<file path="src/rtl/pipe_sched_if.sv">
// Handshake bundle between the pipeline scheduler and the global control,
// layer stages and result-buffer writer.
interface pipe_sched_if #(
    parameter int STAGE_NUM = 5,
    parameter int IDX_W     = 4
);
    logic                 start_i;
    logic [STAGE_NUM-1:0] stage_done_i;
    logic                 buf_wr_done_i;
    logic [STAGE_NUM-1:0] stage_start_o;
    logic                 wr_start_o;
    logic [IDX_W-1:0]     img_idx_o;
    logic [IDX_W-1:0]     done_cnt_o;
    logic                 busy_o;
    logic                 err_o;
    logic                 done_intr_o;
    logic                 done_led_o;

    // master: start/done source side (control, stages, buffer)
    modport master (
        output start_i, stage_done_i, buf_wr_done_i,
        input  stage_start_o, wr_start_o, img_idx_o, done_cnt_o,
               busy_o, err_o, done_intr_o, done_led_o
    );

    // slave: the scheduler itself
    modport slave (
        input  start_i, stage_done_i, buf_wr_done_i,
        output stage_start_o, wr_start_o, img_idx_o, done_cnt_o,
               busy_o, err_o, done_intr_o, done_led_o
    );
endinterface

</file>
<file path="src/rtl/pipe_sched.sv">
// Occupancy-tracking scheduler: launches layer k when layer k-1 holds a
// finished image and layer k is idle, then hands results to the buffer writer.
module pipe_sched #(
    parameter int IN_IMG_NUM = 10,
    parameter int STAGE_NUM  = 5,
    parameter int IDX_W      = $clog2(IN_IMG_NUM + 1)
) (
    input  logic         clk_i,
    input  logic         rstn_i,
    pipe_sched_if.slave  bus
);
    typedef enum logic [1:0] {G_IDLE, G_RUN, G_DONE} glob_st_t;
    typedef enum logic [1:0] {S_IDLE, S_RUN, S_FULL, S_DRAIN} stage_st_t;

    localparam int               LAST      = STAGE_NUM - 1;
    localparam logic [IDX_W-1:0] IMG_TOTAL = IDX_W'(IN_IMG_NUM);
    localparam logic [IDX_W-1:0] IMG_LAST  = IDX_W'(IN_IMG_NUM - 1);

    glob_st_t             g_q, g_d;
    logic                 start_q;
    logic [IDX_W-1:0]     img_idx_q, img_idx_d;
    logic [IDX_W-1:0]     done_cnt_q, done_cnt_d;
    logic                 busy_q, busy_d;
    logic                 err_q, err_d;
    logic                 intr_q, intr_d;
    logic                 led_q, led_d;
    logic [STAGE_NUM-1:0] stage_start_q, stage_start_d;
    logic                 wr_start_q, wr_start_d;

    logic                 run;
    logic                 start_edge;
    logic                 clear;
    logic [STAGE_NUM-1:0] launch;
    logic                 launch_wr;
    logic [STAGE_NUM-1:0] done_ok;
    logic                 wr_ok;
    logic [STAGE_NUM-1:0][1:0] st_vec;

    assign run        = (g_q == G_RUN);
    assign start_edge = bus.start_i & ~start_q;
    assign clear      = start_edge && (g_q != G_RUN);

    // Consumer of the last stage is the result-buffer writer.
    assign launch_wr = run && (st_vec[LAST] == S_FULL);
    assign wr_ok     = run && bus.buf_wr_done_i && (st_vec[LAST] == S_DRAIN);

    genvar gi;
    generate
        for (gi = 0; gi < STAGE_NUM; gi++) begin : g_stage
            stage_st_t st_q, st_d;
            logic      consume;
            logic      rel_ev;

            assign st_vec[gi]  = st_q;
            assign done_ok[gi] = run && bus.stage_done_i[gi] && (st_q == S_RUN);

            if (gi == 0) begin : g_first
                assign launch[gi] = run && (st_q == S_IDLE) && (img_idx_q < IMG_TOTAL);
            end else begin : g_follow
                assign launch[gi] = run && (st_q == S_IDLE) && (st_vec[gi-1] == S_FULL);
            end

            if (gi == LAST) begin : g_tail
                assign consume = launch_wr;
                assign rel_ev  = wr_ok;
            end else begin : g_body
                assign consume = launch[gi+1];
                assign rel_ev  = done_ok[gi+1];
            end

            always_comb begin
                st_d = st_q;
                if (clear) begin
                    st_d = S_IDLE;
                end else begin
                    case (st_q)
                        S_IDLE:  if (launch[gi]) st_d = S_RUN;
                        S_RUN:   if (done_ok[gi]) st_d = S_FULL;
                        S_FULL:  if (consume)    st_d = S_DRAIN;
                        S_DRAIN: if (rel_ev)     st_d = S_IDLE;
                        default: st_d = S_IDLE;
                    endcase
                end
            end

            always_ff @(posedge clk_i or negedge rstn_i) begin
                if (!rstn_i) begin
                    st_q <= S_IDLE;
                end else begin
                    st_q <= st_d;
                end
            end
        end
    endgenerate

    always_comb begin
        g_d           = g_q;
        img_idx_d     = img_idx_q;
        done_cnt_d    = done_cnt_q;
        led_d         = led_q;
        intr_d        = 1'b0;
        stage_start_d = launch;
        wr_start_d    = launch_wr;
        // Any done pulse not matched to a stage in the right state is a protocol error.
        err_d = err_q | (|(bus.stage_done_i & ~done_ok)) | (bus.buf_wr_done_i & ~wr_ok);
        if (clear) begin
            g_d        = G_RUN;
            img_idx_d  = '0;
            done_cnt_d = '0;
            err_d      = 1'b0;
            led_d      = 1'b0;
        end else if (run) begin
            if (launch[0]) begin
                img_idx_d = img_idx_q + 1'b1;
            end
            if (wr_ok) begin
                done_cnt_d = done_cnt_q + 1'b1;
                if (done_cnt_q == IMG_LAST) begin
                    g_d    = G_DONE;
                    intr_d = 1'b1;
                    led_d  = 1'b1;
                end
            end
        end
        busy_d = (g_d == G_RUN);
    end

    always_ff @(posedge clk_i or negedge rstn_i) begin
        if (!rstn_i) begin
            g_q           <= G_IDLE;
            start_q       <= 1'b0;
            img_idx_q     <= '0;
            done_cnt_q    <= '0;
            busy_q        <= 1'b0;
            err_q         <= 1'b0;
            intr_q        <= 1'b0;
            led_q         <= 1'b0;
            stage_start_q <= '0;
            wr_start_q    <= 1'b0;
        end else begin
            g_q           <= g_d;
            start_q       <= bus.start_i;
            img_idx_q     <= img_idx_d;
            done_cnt_q    <= done_cnt_d;
            busy_q        <= busy_d;
            err_q         <= err_d;
            intr_q        <= intr_d;
            led_q         <= led_d;
            stage_start_q <= stage_start_d;
            wr_start_q    <= wr_start_d;
        end
    end

    assign bus.stage_start_o = stage_start_q;
    assign bus.wr_start_o    = wr_start_q;
    assign bus.img_idx_o     = img_idx_q;
    assign bus.done_cnt_o    = done_cnt_q;
    assign bus.busy_o        = busy_q;
    assign bus.err_o         = err_q;
    assign bus.done_intr_o   = intr_q;
    assign bus.done_led_o    = led_q;
endmodule
</file>
<file path="src/flat_wrapper.sv">
// flat-port wrapper written by rule: the top's interface ports become plain ports
module pipe_sched_flat 
#(
    parameter int IN_IMG_NUM = 10,
    parameter int STAGE_NUM  = 5,
    parameter int IDX_W      = $clog2(IN_IMG_NUM + 1)
)
  (clk_i, rstn_i, bus_start_i, bus_stage_done_i, bus_buf_wr_done_i, bus_stage_start_o, bus_wr_start_o, bus_img_idx_o, bus_done_cnt_o, bus_busy_o, bus_err_o, bus_done_intr_o, bus_done_led_o);
  pipe_sched_if #(.STAGE_NUM(STAGE_NUM), .IDX_W(IDX_W)) bus_i ();
  input  logic clk_i;
  input  logic rstn_i;
  input wire logic [$bits(bus_i.start_i)-1:0] bus_start_i;
  input wire logic [$bits(bus_i.stage_done_i)-1:0] bus_stage_done_i;
  input wire logic [$bits(bus_i.buf_wr_done_i)-1:0] bus_buf_wr_done_i;
  output wire logic [$bits(bus_i.stage_start_o)-1:0] bus_stage_start_o;
  output wire logic [$bits(bus_i.wr_start_o)-1:0] bus_wr_start_o;
  output wire logic [$bits(bus_i.img_idx_o)-1:0] bus_img_idx_o;
  output wire logic [$bits(bus_i.done_cnt_o)-1:0] bus_done_cnt_o;
  output wire logic [$bits(bus_i.busy_o)-1:0] bus_busy_o;
  output wire logic [$bits(bus_i.err_o)-1:0] bus_err_o;
  output wire logic [$bits(bus_i.done_intr_o)-1:0] bus_done_intr_o;
  output wire logic [$bits(bus_i.done_led_o)-1:0] bus_done_led_o;
  assign bus_i.start_i = bus_start_i;
  assign bus_i.stage_done_i = bus_stage_done_i;
  assign bus_i.buf_wr_done_i = bus_buf_wr_done_i;
  assign bus_stage_start_o = bus_i.stage_start_o;
  assign bus_wr_start_o = bus_i.wr_start_o;
  assign bus_img_idx_o = bus_i.img_idx_o;
  assign bus_done_cnt_o = bus_i.done_cnt_o;
  assign bus_busy_o = bus_i.busy_o;
  assign bus_err_o = bus_i.err_o;
  assign bus_done_intr_o = bus_i.done_intr_o;
  assign bus_done_led_o = bus_i.done_led_o;
  pipe_sched #(.IN_IMG_NUM(IN_IMG_NUM), .STAGE_NUM(STAGE_NUM), .IDX_W(IDX_W)) u_core (.clk_i(clk_i), .rstn_i(rstn_i), .bus(bus_i));
endmodule
</file>
<file path="config.mk">
export PLATFORM = sky130hd
export DESIGN_NAME = pipe_sched_flat
export DESIGN_NICKNAME = d
export VERILOG_FILES = /design/src/rtl/pipe_sched_if.sv /design/src/rtl/pipe_sched.sv /design/src/flat_wrapper.sv
export SDC_FILE = /design/constraint.sdc
export NUM_CORES = 1
export LEC_CHECK = 0
export CORE_MARGIN = 5
export CORE_UTILIZATION = 45
export CTS_BUF_LIST = sky130_fd_sc_hd__clkbuf_8
export DETAILED_ROUTE_END_ITERATION = 6
export PLACE_DENSITY = 0.71
export SYNTH_ARGS = -nofsm -noshare
export SYNTH_HDL_FRONTEND = slang
export SYNTH_SLANG_ARGS = --single-unit
</file>
<file path="constraint.sdc">
create_clock -name clk_i -period 1.9 [get_ports clk_i]
set_input_delay 0.19 -clock clk_i [delete_from_list [all_inputs] [get_ports clk_i]]
set_output_delay 0.19 -clock clk_i [all_outputs]
set_load 0.01 [all_outputs]
</file>
==> summary.txt <==
Yosys
  • Synth Flop Type: dfrtp_1
  • Synthesized instance count: 190
  • Post-synth top area cell: dfrtp_1
  • Yosys cell types: 35
  • Syn Nets: 227
  • EDFF count, synth: 0
  • Synthesized flop and latch total: 31
  • Most instantiated cells after synthesis: 31 x dfrtp_1, 28 x ha_1, 22 x nand2_1
  • FFs w/ async S/R, synth: 100.0%
  • Post-synth top area share: 39.85%
  • Cell area after synthesis: 0.001947 mm^2
  • Mapped Avg Cell Area: between 10 and 15 um^2
  • Sequential-to-total area share from yosys stat: 39.85%
  • Synth area leaders: dfrtp_1 40%, ha_1 18%, mux2i_1 5.1%, nand2_1 4.2%, inv_1 3.5%
  • Yosys warns: 0
  • Most frequent cell after synthesis: dfrtp_1

CTS
  • Later-pin clock latency in the skew report: 0.28 ns
  • Clk pin slew, worst setup/hold paths: 0.07 ns
  • Hold_buf cts: 0
  • CTS tree: yes
  • # H-tree levels: 2
  • Max clock buf depth: 2
  • CTS Buf Count: 5
  • Post-cts sizing count: 0
  • Postcts setup bufs: 0
  • CTS root buf: clkbuf_8
  • Total clock sinks: 31

Routing
  • Vias: 1,402
  • First-pass iteration count of the detailed router: 4
  • DRT Wirelength: 3.594 mm
  • Met1 wire length: 1.684 mm
  • Initial DRC Count: 56
  • Drt drc: 0
  • Post-DR wirelength/cell: 13.12 um
  • Uppermost layer routed: met4
  • Routed wl met3: 176 um
  • DRT antenna net count: 0
  • Met2 wire length: between 1.5 and 2 mm
  • Via density per instance: roughly 5.1

STA
  • Rel. slew slack: 73.14%
  • Final Critical Period: around 1.6 ns
  • Worst Clk Skew: 0.005548 ns
  • Final setup viols: 0
  • Final setup TNS: 0 ns
  • Final Hold Fails: 0
  • Fmax achieved: slightly above 600 MHz
  • RSZ-0062 raised after global routing: no
  • Worst hold slack: 0.3053 ns
  • Pins Over Slew Limit: 0
  • Worst slew pin tran: 0.4024 ns
  • Fin crit share: 86.56%

Floorplanning
  • Die width: around 76 um
  • Initial core utilization: 45.66%
  • Std cell rows: 24
  • Core area: approximately 0.0043 mm^2
  • Die H: 75.78 um
  • Die area: 0.005742 mm^2
  • Ports: 27

Finish
  • Final non-filler cell area: 0.002342 mm^2
  • Antenna fix cells: 0
  • Layout area overhead: 20.31%
  • Layout cell share with drive strength beyond 1: under 10%
  • Final nets: 259

Run status
  • Status: completed

Critical path
  • CP Class: flop to flop
  • Crit path launch type: flop
  • Critical Path RT: between 2 and 2.5 ns
  • Arr. time, crit path: 1.84 ns
  • Critical path peak fanout: 15
  • CP Capture Type: flop

Power and ir drop
  • Lkg Pwr: 1.177 nW
  • Max IR drop VDD: 0.7128 mV
  • PwrDens: 1546 mW/mm^2

Placed design
  • DPL Wire Length: about 2.7 mm
  • Placed inst area: ~0.0023 mm^2
  • Placer Congestion: 0.7312
  • Port Buffer Count: 26

GRT
  • Largest net degree at the start of global routing: 32
  • GRT overflow: 0
  • Gr usage total: between 10% and 20%
  • Vias in the first global route: 1,388
  • First-pass GRT wire length: 6.244 mm
  • Initial antenna violation count: 0

Flow run
  • Max Cap Violations: 0

Hold path
  • Worst min-delay path category: input port to async pin
## layout by cell type (no fill, tap or decap)
cell / n
dfrtp_1: 31
ha_1: 28
clkdlybuf4s50_1: 26
nand2_1: 22
inv_1: 18
nor2_1: 14
mux2i_1: 10
clkbuf_8: 6
buf_4: 6
nand2b_1: 5
and3_1: 5
nand3b_1: 5
o21ai_0: 4
a31oi_1: 4
a21o_1: 3
a22oi_1: 3
o221ai_1: 3
a211oi_2: 3
and4b_1: 2
nor2b_1: 2
a21oi_1: 2
a222oi_1: 2
xnor2_1: 2
o311a_1: 2
nand2_2: 2
xor2_1: 2
nor2b_4: 1
and2_1: 1
or4_1: 1
nor2_2: 1
o22ai_1: 1
nand4b_1: 1
a41oi_1: 1
nand4_1: 1
a211oi_1: 1
clkinv_2: 1
## worst paths after layout
| path | startpoint | to | slack [ns] | cells after the start |
|---|---|---|---|---|
| worst max-delay path | u_core.g_q[1] | u_core.g_stage[0].st_q[1] | 0.26 | 4 |
| worst min-delay path | rstn_i | u_core.bus.stage_start_o[3] | 0.31 | 2 |
| worst max register to register | u_core.g_q[1] | u_core.g_stage[0].st_q[1] | 0.26 | 4 |
| worst min register to register | u_core.bus.done_led_o | u_core.bus.done_led_o | 0.50 | 2 |
| max in group asynchronous | rstn_i | u_core.bus.done_cnt_o[0] | 1.32 | 2 |
| min in group clk_i | bus_start_i | u_core.start_q | 0.41 | 1 |
## state kept, by name, indices dropped and copies added (netlist names)
| register | cells |
|---|---|
| u_core.bus.busy_o | 1 |
| u_core.bus.done_cnt_o | 4 |
| u_core.bus.done_intr_o | 1 |
| u_core.bus.done_led_o | 1 |
| u_core.bus.err_o | 1 |
| u_core.bus.img_idx_o | 4 |
| u_core.bus.stage_start_o | 5 |
| u_core.bus.wr_start_o | 1 |
| u_core.g_q | 2 |
| u_core.g_stage.st_q | 10 |
| u_core.start_q | 1 |
## per-stage QoR
step / instances / utilization, % / power [mW] / setup slack (ns)
CTS: 274 / 54.93 / 3.674 / 0.2493
global route: 274 / 54.93 / 3.992 / 0.08932
floorplan: 190 / - / 2.559 / 0.3933
global placement: 267 / 52.88 / 3.080 / 0.1864
finish: 274 / 54.93 / 3.621 / 0.2554
detailed placement: 267 / 52.88 / 3.130 / 0.1737
## routing by layer
metal | up-vias | global-route usage [%]
met4 | 0 | 4.660
li1 | 706 | -
met3 | 2 | 4.354
met5 | - | 0
met2 | 25 | 23.86
met1 | 669 | 17.76
## critical path, stage by stage (launching register included)
cell      delay [ns]
dfrtp_1         0.48
nor2b_4         0.34
o221ai_1        0.20
a211oi_2        0.31
mux2i_1         0.22
## cells by family (layout without fill, tap and decap cells)
family          Yosys count  count (layout)  synth area share, %
simple gates             63              63                16.90
flops                    31              31                39.85
compound gates           29              29                11.63
fa+ha+maj                28              28                18.00
buf+inv                  25              57                6.684
mux                      10              10                5.142
xor+xnor                  4               4                1.800
## power breakdown
part / switching [mW] / internal, mW
combinational: 0.954 / 0.971
sequential: 0.247 / 0.928
clock: 0.238 / 0.284
## final cells by class
cell class                      count  area [um^2]
Fill cell                         395         1922
Multi-Input combinational cell    134         1041
Sequential cell                    31        775.7
Timing Repair Buffer               32        305.3
Clock buffer                        6        82.58
Inverter                           18        67.56
Tap cell                           52        65.06
Clock inverter                      1        5.005
(Power assumes the default switching activity.)
==> RTL change 1 (same flow settings) <==
Make the reset (`rstn_i`) synchronous in 2 clocked blocks.
--- a/src/rtl/pipe_sched.sv
+++ b/src/rtl/pipe_sched.sv
@@ -84,5 +84,5 @@
             end
 
-            always_ff @(posedge clk_i or negedge rstn_i) begin
+            always_ff @(posedge clk_i) begin
                 if (!rstn_i) begin
                     st_q <= S_IDLE;
@@ -126,5 +126,5 @@
     end
 
-    always_ff @(posedge clk_i or negedge rstn_i) begin
+    always_ff @(posedge clk_i) begin
         if (!rstn_i) begin
             g_q           <= G_IDLE;
Formal check against the unedited RTL: differs if rstn_i is asserted again (counterexample within 4 cycles, from zero or initial values and one cycle with rstn_i low); with rstn_i held inactive, the same outputs for 10 cycles.
==> RTL change 1 against the unedited design <==
  * Cell count rose by 4.4%
  * Final area shrank 3.8%
  * Wire length grew 9.2%
  * Fmax shrank 6.8%
  * Sequential cell count is the same
  * Synthesized area shrank 5.5%
  * Setup slack worse by 120 ps
  * Critical endpoint is now u_core.g_stage[2].st_q[0]
Power is not compared: it rests on default switching activity, and its combinational part moved more than twofold at a synthesized area within 25%.
==> RTL change 1: results (changes against the unedited design) <==
INFO  metric detailedRoute.firstIterationViolations = 76 (+36%)
INFO  metric outcome = completed
INFO  metric place_ws = 149 ps (-24.4 ps)
INFO  metric grt_use_met3 = 0.0459 (+0.00241)
INFO  metric clock_tree.htree_level_count = 2 (unchanged)
INFO  metric use_met1 = 0.201 (+0.0231)
INFO  metric place_hpwl = 2950 um (+11%)
INFO  metric timing.hold.ws = 488 ps (+182 ps)
INFO  metric via_count = 1521 (+8.5%)
INFO  metric globalplace.congestion = 0.775 (+6.0%)
INFO  metric finalNetCount = 272 (+5.0%)
INFO  metric path_delay_family = simple AND/OR/NAND/NOR gates
INFO  metric post_synth_arst_share = 0 (-1.00)
INFO  metric timing.critical_path.slowest_stage_cell = sky130_fd_sc_hd__or4_1
INFO  metric synth_fa_ha_area_frac = 0.190 (+0.0104)
INFO  metric setup_ws = 135 ps (-121 ps)
INFO  metric worst_r2r_startpoint = u_core.g_q[1]
INFO  metric synth_fp_nets = 240 (+5.7%)
INFO  metric synth_area_leader_cell = sky130_fd_sc_hd__dfxtp_1
INFO  metric numPortBuffers = 26 (unchanged)
INFO  metric report.final.slew_viol_count = 0 (unchanged)
INFO  metric post_cts_setup_repair_bufs = 0 (unchanged)
INFO  metric synth.top_cells.by_area = sky130_fd_sc_hd__dfxtp_1, sky130_fd_sc_hd__ha_1, sky130_fd_sc_hd__inv_1, sky130_fd_sc_hd__nor2_1, sky130_fd_sc_hd__nand2_1
INFO  metric synth_sequential_area_ratio = 0.337 (-0.0613)
INFO  metric worstHoldPathType = reg -> reg
INFO  metric detail_route.wirelength.met1 = 1830 um (+8.8%)
INFO  metric drive_above_1_share = 0.0932 (+0.00313)
INFO  metric routing_usage_on_met2 = 0.250 (+0.0114)
INFO  metric post_route_clock_skew = 5.67 ps (+0.117 ps)
INFO  metric grt_start_max_net_pins = 16 (-50%)
INFO  metric met2RoutedLength = 1800 um (+4.9%)
INFO  metric crit-reg2reg-capture = u_core.g_stage[2].st_q[0]
INFO  metric worst-path-max-fanout = 15 (unchanged)
INFO  metric hold-path-cell-count = 2
INFO  metric synth.mux.area_fraction = 0.0109 (-0.0405)
INFO  metric global_route.usage.total = 0.156 (+0.0120)
INFO  metric tightestPinTransition = 375 ps (-27.5 ps)
INFO  metric grt_first_pass_wirelength = 6590 um (+5.5%)
INFO  metric routed_wire_length_per_instance = 13.7 um (+4.7%)
INFO  metric yosys-top-cells-count = sky130_fd_sc_hd__dfxtp_1, sky130_fd_sc_hd__ha_1, sky130_fd_sc_hd__inv_1
INFO  metric holdPathEnd = u_core.bus.done_led_o
INFO  metric route.met3.wl = 238 um (+35%)
INFO  metric max-clock-path-buffers = 2 (unchanged)
INFO  metric yosys.area_share.xor_xnor = 0.0238 (+0.00580)
INFO  metric cts_buffers = 5 (unchanged)
INFO  metric first_global_vias = 1414 (+1.9%)
INFO  metric yosysUniqueCellTypes = 52 (+49%)
INFO  metric antenna_found_initial = 0 (unchanged)
INFO  metric synth_compound_gate_area_share = 0.174 (+0.0577)
RTL change 1: changes by cell type after synthesis, sizes merged, moves of 3 or more:
| cell | delta |
|---|---|
| nor2 | +4 |
| nand2 | -13 |
| inv | +5 |
| o31ai | +4 |
| mux2i | -8 |
| a21oi | +6 |
| nor3 | +3 |
| nand2b | -3 |
| buf | -3 |
| a21boi | +3 |
| dfxtp | +31 |
| dfrtp | -31 |
RTL change 1: stage by stage:
step | area (sq um) | std cells | power [uW]
floorplan | 1840 | 203 | 804
global placement | 2160 | 278 | 870
detailed placement | 2160 | 278 | 873
CTS | 2250 | 286 | 1400
global route | 2250 | 286 | 1450
finish | 2250 | 286 | 1390
RTL change 1: cells by family (layout without fill, tap and decap cells):
group                      after synthesis  count (layout)
DFF                                     31              31
muxes                                    2               2
xor gates and xnor gates                 5               5
adders and majority gates               28              28
buffers and inverters                   28              61
and+or+nand+nor                         67              67
AOI/OAI and AO/OA                       42              42
RTL change 1: how the worst max path moves through the flow:
stage                               from                         to  cells past startpoint
2_1_floorplan  u_core.g_stage[4].st_q[0]  u_core.g_stage[4].st_q[0]                      6
3_3_place_gp   u_core.g_stage[4].st_q[0]  u_core.g_stage[4].st_q[0]                      6
3_5_place_dp               u_core.g_q[1]  u_core.g_stage[2].st_q[0]                      4
4_1_cts        u_core.g_stage[3].st_q[0]  u_core.g_stage[3].st_q[0]                      6
5_1_grt                    u_core.g_q[1]  u_core.g_stage[2].st_q[0]                      4
6_report                   u_core.g_q[1]  u_core.g_stage[2].st_q[0]                      4
RTL change 1: area by class of cell:
class | count | area (sq um)
fillers | 372 | 1720
clock buffers | 5 | 68.8
multi-input cells | 144 | 1100
clock inverters | 3 | 20.0
well taps | 50 | 62.6
inverters | 23 | 86.3
flip-flops and latches | 31 | 621
repair buffers | 30 | 290
==> RTL change 2 (same flow settings) <==
Made on the original files. `STAGE_NUM` is set to 5 in 3 places; all go to 10.
--- a/src/rtl/pipe_sched_if.sv
+++ b/src/rtl/pipe_sched_if.sv
@@ -2,5 +2,5 @@
 // layer stages and result-buffer writer.
 interface pipe_sched_if #(
-    parameter int STAGE_NUM = 5,
+    parameter int STAGE_NUM = 10,
     parameter int IDX_W     = 4
 );
--- a/src/rtl/pipe_sched.sv
+++ b/src/rtl/pipe_sched.sv
@@ -3,5 +3,5 @@
 module pipe_sched #(
     parameter int IN_IMG_NUM = 10,
-    parameter int STAGE_NUM  = 5,
+    parameter int STAGE_NUM  = 10,
     parameter int IDX_W      = $clog2(IN_IMG_NUM + 1)
 ) (
--- a/src/flat_wrapper.sv
+++ b/src/flat_wrapper.sv
@@ -3,5 +3,5 @@
 #(
     parameter int IN_IMG_NUM = 10,
-    parameter int STAGE_NUM  = 5,
+    parameter int STAGE_NUM  = 10,
     parameter int IDX_W      = $clog2(IN_IMG_NUM + 1)
 )
Interface: changed (resized bus_stage_done_i and bus_stage_start_o); port bits go from 27 to 37. The function was not compared with the original's and may differ.
==> RTL change 2 against the unedited design <==
  * Total power is 58% higher
  * Sequential cell count rose by 15
  * Synthesized area up 61%
  * Wire length grew 87%
  * Clock skew increased by 4.4 ps
  * Setup slack got worse by 160 ps
  * Final area grew 65%
  * Critical path type unchanged
  * Critical endpoint is now u_core.g_stage[6].st_q[0]
==> RTL change 2: results (changes against the unedited design) <==
INFO  metric outcome = completed
INFO  metric total_leakage_power = 0.00193 uW (+64%)
INFO  metric yosysMostFrequentCell = sky130_fd_sc_hd__ha_1
INFO  metric max_slew_margin = 0.612 (-0.119)
INFO  metric met2RoutedLength = 3400 um (+98%)
INFO  metric timing.critical_path.slowest_stage_cell = sky130_fd_sc_hd__or4_1
INFO  metric syn_area_per_cell = 9.69 sq um (-5.5%)
INFO  metric globalplace.congestion = 0.874 (+20%)
INFO  metric timing.critical_path.arrival = 2000 ps (+160 ps)
INFO  metric place_ws = 48.0 ps (-126 ps)
INFO  metric detailedRoute.firstIterationViolations = 103 (+84%)
INFO  metric rrSetupSlack = 100 ps (-160 ps)
INFO  metric first_global_vias = 2560 (+84%)
INFO  metric post_route_clock_skew = 9.97 ps (+4.42 ps)
INFO  metric yosys-top-cells-count = sky130_fd_sc_hd__ha_1, sky130_fd_sc_hd__dfrtp_1, sky130_fd_sc_hd__inv_1
INFO  metric peakVddDrop = 0.000671 V (-5.9%)
INFO  metric worst-path-max-fanout = 4 (-11)
INFO  metric placed_cells_incl_taps = 461 (+73%)
INFO  metric synth_sequential_area_ratio = 0.367 (-0.0316)
INFO  metric via_count = 2459 (+75%)
INFO  metric use_met1 = 0.206 (+0.0288)
INFO  metric detail_route.wirelength.met1 = 3010 um (+79%)
INFO  metric numPortBuffers = 36 (+38%)
INFO  metric route.met3.wl = 236 um (+34%)
INFO  metric worstHoldPathType = in -> reg
INFO  metric synth_fp_nets = 391 (+72%)
INFO  metric place_hpwl = 5160 um (+93%)
INFO  metric grt_use_met3 = 0.0274 (-0.0162)
INFO  metric routing_usage_on_met2 = 0.291 (+0.0527)
## RTL change 2: cell count changes after synthesis, moves of 8 or more
cell,unedited run,this run
sky130_fd_sc_hd__dfrtp_1,31,46
sky130_fd_sc_hd__nand2_1,22,38
sky130_fd_sc_hd__inv_1,18,42
sky130_fd_sc_hd__ha_1,28,53
sky130_fd_sc_hd__a21oi_1,2,10
sky130_fd_sc_hd__o21ai_0,4,15
## RTL change 2: logic make-up (layout without fill, tap and decap cells)
| logic type | after synthesis | count (layout) | share of synthesized area |
|---|---|---|---|
| DFF | 46 | 46 | 0.367 |
| AOI/OAI and AO/OA | 64 | 64 | 0.146 |
| muxes | 15 | 15 | 0.0478 |
| and+or+nand+nor | 92 | 92 | 0.152 |
| xor gates and xnor gates | 3 | 3 | 0.00837 |
| buffers and inverters | 51 | 102 | 0.0682 |
| adders and majority gates | 53 | 53 | 0.211 |
## RTL change 2: cell type report
| cell class | instances | area, sq um |
|---|---|---|
| Clock inverter | 3 | 25.0 |
| Fill cell | 578 | 2930 |
| Timing Repair Buffer | 52 | 494 |
| Tap cell | 96 | 120 |
| Sequential cell | 46 | 1150 |
| Multi-Input combinational cell | 227 | 1840 |
| Inverter | 42 | 158 |
| Clock buffer | 5 | 68.8 |
## RTL change 2: critical path, delay by kind of cell (launching register included)
| family | cells | cell delay (ps) |
|---|---|---|
| AO/OA/AOI/OAI | 2 | 440 |
| adder cells (fa/ha/maj) | 1 | 170 |
| buffers and inverters | 2 | 170 |
| flip-flops | 1 | 430 |
| AND/OR/NAND/NOR | 1 | 480 |
## RTL change 2: worst paths after layout
check / endpoint / from / cells past startpoint
worst max-delay path: u_core.g_stage[6].st_q[0] / u_core.g_stage[7].st_q[1] / 6
worst min-delay path: u_core.start_q / bus_start_i / 1
worst max register to register: u_core.g_stage[6].st_q[0] / u_core.g_stage[7].st_q[1] / 6
worst min register to register: u_core.bus.done_led_o / u_core.bus.done_led_o / 1
max in group asynchronous: u_core.g_stage[4].st_q[1] / rstn_i / 3
min in group asynchronous: u_core.bus.img_idx_o[1] / rstn_i / 2
## RTL change 2: power by group through the flow
stage / clock (uW) / combinational (uW) / sequential (uW)
after floorplan: 0 / 2250 / 1740
after global placement: 0 / 3050 / 1730
after detailed placement: 0 / 3160 / 1750
after CTS: 671 / 3170 / 1730
after global routing: 700 / 3820 / 1800
final: 639 / 3340 / 1730
## RTL change 2: stage by stage
step	hold WS, ps	instance area, sq um
floorplan	-106	3140
global placement	212	3670
detailed placement	223	3670
CTS	368	3780
global route	396	3860
finish	380	3860
## RTL change 2: what timing repair did
| item | 4_1_cts | 5_1_grt |
|---|---|---|
| hold endpoints to repair | 22 | 0 |
| endpoints found under the setup margin | 0 | 16 |
| hold buffers | 1 | 0 |
| buffers inserted | 0 | 1 |
| resized for setup | 0 | 13 |
